`config.mk`:
```
export PLATFORM = sky130hd
export DESIGN_NAME = hazard_sched
export DESIGN_NICKNAME = d
export VERILOG_FILES = /design/src/rtl/hazard_sched_pkg.sv /design/src/rtl/hazard_sched_sb_match.sv /design/src/rtl/hazard_sched.sv
export SDC_FILE = /design/constraint.sdc
export NUM_CORES = 1
export LEC_CHECK = 0
export ABC_AREA = 1
export CAP_MARGIN = 15
export CORE_UTILIZATION = 24
export DETAILED_ROUTE_END_ITERATION = 10
export GPL_TIMING_DRIVEN = 0
export PLACE_DENSITY_LB_ADDON = 0.05
export SYNTH_ARGS = -nofsm -noshare
export SYNTH_HDL_FRONTEND = slang
export SYNTH_SLANG_ARGS = --single-unit
```
`constraint.sdc`:
```
create_clock -name clk -period 2 [get_ports clk]
set_input_delay 0.4 -clock clk [delete_from_list [all_inputs] [get_ports clk]]
set_output_delay 0.4 -clock clk [all_outputs]
set_load 0.02 [all_outputs]
```
`src/rtl/hazard_sched_pkg.sv`:
```
// Shared definitions for the issue scheduler: register-index width, the x0
// constant and the scoreboard entry layout.
package hazard_sched_pkg;

    // Default register index width (32 architectural registers).
    localparam int REG_W_DEF = 5;

    // Architectural x0: hard-wired zero, never a hazard source or target.
    localparam logic [REG_W_DEF-1:0] REG_ZERO = '0;

    // One in-flight register write: valid flag plus destination index.
    typedef struct packed {
        logic                 v;
        logic [REG_W_DEF-1:0] rd;
    } sb_entry_t;

endpackage

```
`src/rtl/hazard_sched_sb_match.sv`:
```
// Combinational lookup of one source register against every scoreboard
// entry. A hit means the source still has an uncommitted write in flight.
module sb_match
    import hazard_sched_pkg::*;
#(
    parameter int DEPTH = 2
) (
    input  logic [REG_W_DEF-1:0]   src,
    input  logic                   used,
    input  sb_entry_t [DEPTH-1:0]  entries,
    output logic                   hit
);

    // Any valid entry with a matching rd is a hit; x0 and unused sources never hit.
    always_comb begin
        hit = 1'b0;
        if (used && (src != REG_ZERO)) begin
            for (int i = 0; i < DEPTH; i++) begin
                if (entries[i].v && (entries[i].rd == src)) begin
                    hit = 1'b1;
                end
            end
        end
    end

endmodule

```
`src/rtl/hazard_sched.sv`:
```
// Issue scheduler for the single-issue datapath. Holds the decoded
// instruction while any source register has a write still in the
// DEPTH-stage scoreboard, drives PC enable / issue / bubble, counts stall
// cycles and lets a branch-redirect flush kill the decode instruction.
// All decisions are combinational on the current cycle's inputs and state.
module hazard_sched
    import hazard_sched_pkg::*;
#(
    parameter int DEPTH = 2,
    parameter int REG_W = REG_W_DEF,
    parameter int CNT_W = 16
) (
    input  logic             clk,
    input  logic             rst,
    input  logic             inst_valid,
    input  logic [REG_W-1:0] rs1,
    input  logic             rs1_used,
    input  logic [REG_W-1:0] rs2,
    input  logic             rs2_used,
    input  logic [REG_W-1:0] rd,
    input  logic             reg_write,
    input  logic             flush,
    output logic             pc_en,
    output logic             issue,
    output logic             bubble,
    output logic             stall,
    output logic             busy,
    output logic [CNT_W-1:0] stall_cnt
);

    // sb[0] is the most recent issue; sb[DEPTH-1] commits on the next edge.
    // The register file has no write-through, so every valid entry blocks.
    sb_entry_t [DEPTH-1:0] sb;
    sb_entry_t             sb_in;

    logic hz1;
    logic hz2;
    logic hz;

    sb_match #(.DEPTH(DEPTH)) u_match_rs1 (
        .src     (rs1),
        .used    (rs1_used),
        .entries (sb),
        .hit     (hz1)
    );

    sb_match #(.DEPTH(DEPTH)) u_match_rs2 (
        .src     (rs2),
        .used    (rs2_used),
        .entries (sb),
        .hit     (hz2)
    );

    assign hz = hz1 | hz2;

    // Issue control: flush beats a hazard, reset forces a closed pipe.
    always_comb begin
        stall  = inst_valid & hz & ~flush & ~rst;
        issue  = inst_valid & ~hz & ~flush & ~rst;
        bubble = ~issue;
        pc_en  = ~rst & (flush | ~stall);
    end

    // New scoreboard entry: only issued instructions that really write a non-x0 rd.
    always_comb begin
        sb_in.v  = issue & reg_write & (rd != REG_ZERO);
        sb_in.rd = rd;
    end

    // Busy whenever any write is still in flight.
    always_comb begin
        busy = 1'b0;
        for (int i = 0; i < DEPTH; i++) begin
            busy = busy | sb[i].v;
        end
    end

    // Scoreboard shift register; the oldest entry drops off as it commits.
    always_ff @(posedge clk) begin
        if (rst) begin
            sb <= '0;
        end else begin
            for (int i = DEPTH - 1; i > 0; i--) begin
                sb[i] <= sb[i-1];
            end
            sb[0] <= sb_in;
        end
    end

    // Stall cycle counter, saturating at all-ones.
    always_ff @(posedge clk) begin
        if (rst) begin
            stall_cnt <= '0;
        end else if (stall && (stall_cnt != {CNT_W{1'b1}})) begin
            stall_cnt <= stall_cnt + 1'b1;
        end
    end

endmodule

```
==> flow_summary.ini, run 1 <==
[setup_path]
path_class = register to output pin
arrival_ns = 1.60
critPathSlowestCell = dfxtp_2
crit_buf_inv = 4
ff2ff_setup_slack_ns = 0.13
cp_cell_sequence = inv_2 -> nand2_1 -> nand2_1 -> nor2_2 -> nand3_1 -> nand2_1 -> nand2_2 -> nand2_2 -> buf_6 -> nand2_4 -> nand2_4 -> inv_2 -> buf_6
required_ns = 1.60
slowest_delay_ns = 0.37
reg2regPathDepth = 19
critical_path.top_delay_family = simple AND/OR/NAND/NOR gates
start_kind = register
r2r-start = sb[3]
path_common_cell = nand2_1
reg2reg_to = stall_cnt[3]
cp-end-kind = output pin
worstPathMaxFanout = 3

[hold_path]
min_to = sb[10]
hold_depth = 2
min-delay-start = sb[4]
hp-class = register to register

[sta]
max_freq_ghz = 0.5000
relSlewSlack = 0.6819
fin_worst_skew_ns = 0.007779
timing.final.hold_violations = 0
worst_pin_slew_ns = 0.4771
setup_slack_ns = -0.00004330
setup_viol = 1
finalSetupTns_ns = -0.00004330
rsz0062_at_grt = yes
finalMaxSlewViolations = 0
timing.final.crit_share = 1.000
fin_crit_ns = 2.000
fin_hold_ws_ns = 0.4729

[place]
dpl.hpwl_um = 4074
dp_slack_ns = -0.9762
portBuffers = 42
gp_congestion = 0.7968

[layout]
num_antenna_cells = 0
layout_commonest_cell = nand2_1
area_growth_pct = 43.32
fillers = 825
layout_common_cells = nand2_1, nor2_1, inv_1, clkdlybuf4s50_1, nand3_1
drive_gt1_frac = 0.2526
final_nets = 404
multi_input_area_um2 = 1082
regArea_um2 = 580.6

[status]
violations = negative setup slack
status = finished with violations

[yosys]
postSynthCellCount = 320
yosys_warnings = 0
synth_edf_count = 0
syn_nets = 343
syn-mean-instance-area_um2 = 5.857
yosysSeqAreaShare = 0.2991
synth_area_um2 = 1874
async_flop_share = 0
ys.flop_type = dfxtp_1
ys_types = 26
ys_ff_latch = 28

[power]
p_leak_nw = 1.289
ir_drop_v = 0.0002292
powerDensity_nw_per_um2 = 453.5

[floorplan]
die_y_um = 90.37
start_util = 0.2530
die-width_um = 90.37
num_rows = 31
die-area_um2 = 8167
coreArea_um2 = 7408
io_pins = 43

[routing]
vias_per_cell = 4.232
wl_met2_um = 2255
wl_met1_um = 3014
dr.max_layer_used = met4
avgRoutedWirePerCell_um = 11.38
drt_iter0_drc = 59
met3_wirelength_um = 153
drc = 0
drt_wl_total_um = 5451
dr_total_vias = 2027
ant_nets = 0
dr.pass1.iters = 4

[global_routing]
antenna_found_initial = 0
grt_max_degree = 17
grt_pass1_vias = 1881
grt_usage = 0.1385
grt_pass1_wl_um = 9121
overflow = 0

[clock_tree]
clkTransAtPathRegs_ns = 0.11
cts_sinks = 28
clock_latency_ns = 0.28
h-tree-depth = 1
cts_root_buf = clkbuf_8
max-clock-path-buffers = 2
cts_tree = done
cts_hold_repair.buffers = 0
cts_buffers = 3

[flow_run]
drv_cap = 0
==> registers in the layout, summed over array words and instances (netlist names) <==
name	count
stall_cnt	16
sb	12
==> worst max-delay path by stage <==
stage | endpoint | slack, ns | start | cells after the start
4_1_cts | pc_en | -0.05 | sb[4] | 13
6_report | pc_en | -0.00004 | sb[4] | 13
5_1_grt | pc_en | -0.10 | sb[4] | 13
3_5_place_dp | issue | -0.98 | rst | 9
3_3_place_gp | bubble | -0.99 | rst | 8
2_1_floorplan | issue | 0.19 | rs2[0] | 10
==> cell usage after synthesis (2+ instances only) <==
library cell,number,share of area
buf_2,2,0.0053
nand2_1,108,0.22
nor3_1,2,0.0053
nand3_2,4,0.021
clkinv_1,2,0.0040
nand4_1,15,0.050
nand3_1,23,0.061
nor2_1,51,0.10
buf_6,3,0.018
inv_1,53,0.11
o21ai_0,2,0.0053
nand2_2,3,0.010
inv_2,6,0.012
dfxtp_1,28,0.30
nor2_4,3,0.018
clkbuf_1,2,0.0040
nor2_2,4,0.013
==> where the power goes <==
part	leakage, nW	internal, mW	switching (mW)
clock network	0.0357	0.268	0.192
registers	0.232	0.567	0.0110
logic	1.02	0.0840	0.0957
total	1.29	0.920	0.299
==> per-stage QoR <==
| step | instance area [um2] | power (mW) | std cells | util |
|---|---|---|---|---|
| 2_1_floorplan | 1874 | 0.6666 | 320 | - |
| 3_3_place_gp | 2419 | 0.7490 | 461 | 0.3265 |
| 3_5_place_dp | 2419 | 0.7479 | 461 | 0.3265 |
| 4_1_cts | 2633 | 1.241 | 477 | 0.3553 |
| 5_1_grt | 2686 | 1.289 | 479 | 0.3626 |
| 6_report | 2686 | 1.218 | 479 | 0.3626 |
==> final cells by class <==
cell class | count | share of cell area
Clock buffer | 3 | 0.01537
Tap cell | 99 | 0.04611
Sequential cell | 28 | 0.2161
Clock inverter | 1 | 0.01118
Inverter | 61 | 0.08896
Timing Repair Buffer | 56 | 0.1938
Multi-Input combinational cell | 223 | 0.4029
Buffer | 8 | 0.02562
==> timing repair <==
action | in CTS | in global routing
setup buffers | 12 | 3
gates cloned | 0 | 0
endpoints found under the setup margin | 4 | 5
pin swaps | 8 | 18
gates resized for setup | 69 | 35
==> kinds of logic (layout without fill, tap and decap cells) <==
kind of cell               Yosys count  after routing  share of synthesized area
AOI/OAI and AO/OA                    4              4                    0.01202
DFF                                 28             28                     0.2991
and+or+nand+nor                    218            218                     0.5287
buffers and inverters               69            129                     0.1535
adders and majority gates            1              1                   0.006675
==> worst min-delay path, cell delays in order (launching register included) <==
cell and delay [ns]:
dfxtp_2 0.35, inv_2 0.06, nor2_1 0.04
==> per-layer routing <==
layer	global-route usage	vias to the layer above
li1	-	1095
met1	0.2101	902
met2	0.2067	28
met3	0.01684	2
met4	0.02823	0
met5	0	-
Power figures use the tool's default switching activity.
==> inputs of run 2 (changes only) <==
- RECOVER_POWER: unset -> 100
==> results of run 2 <==
Same layout as run 1: the final DEF is identical, and so are final timing and power.
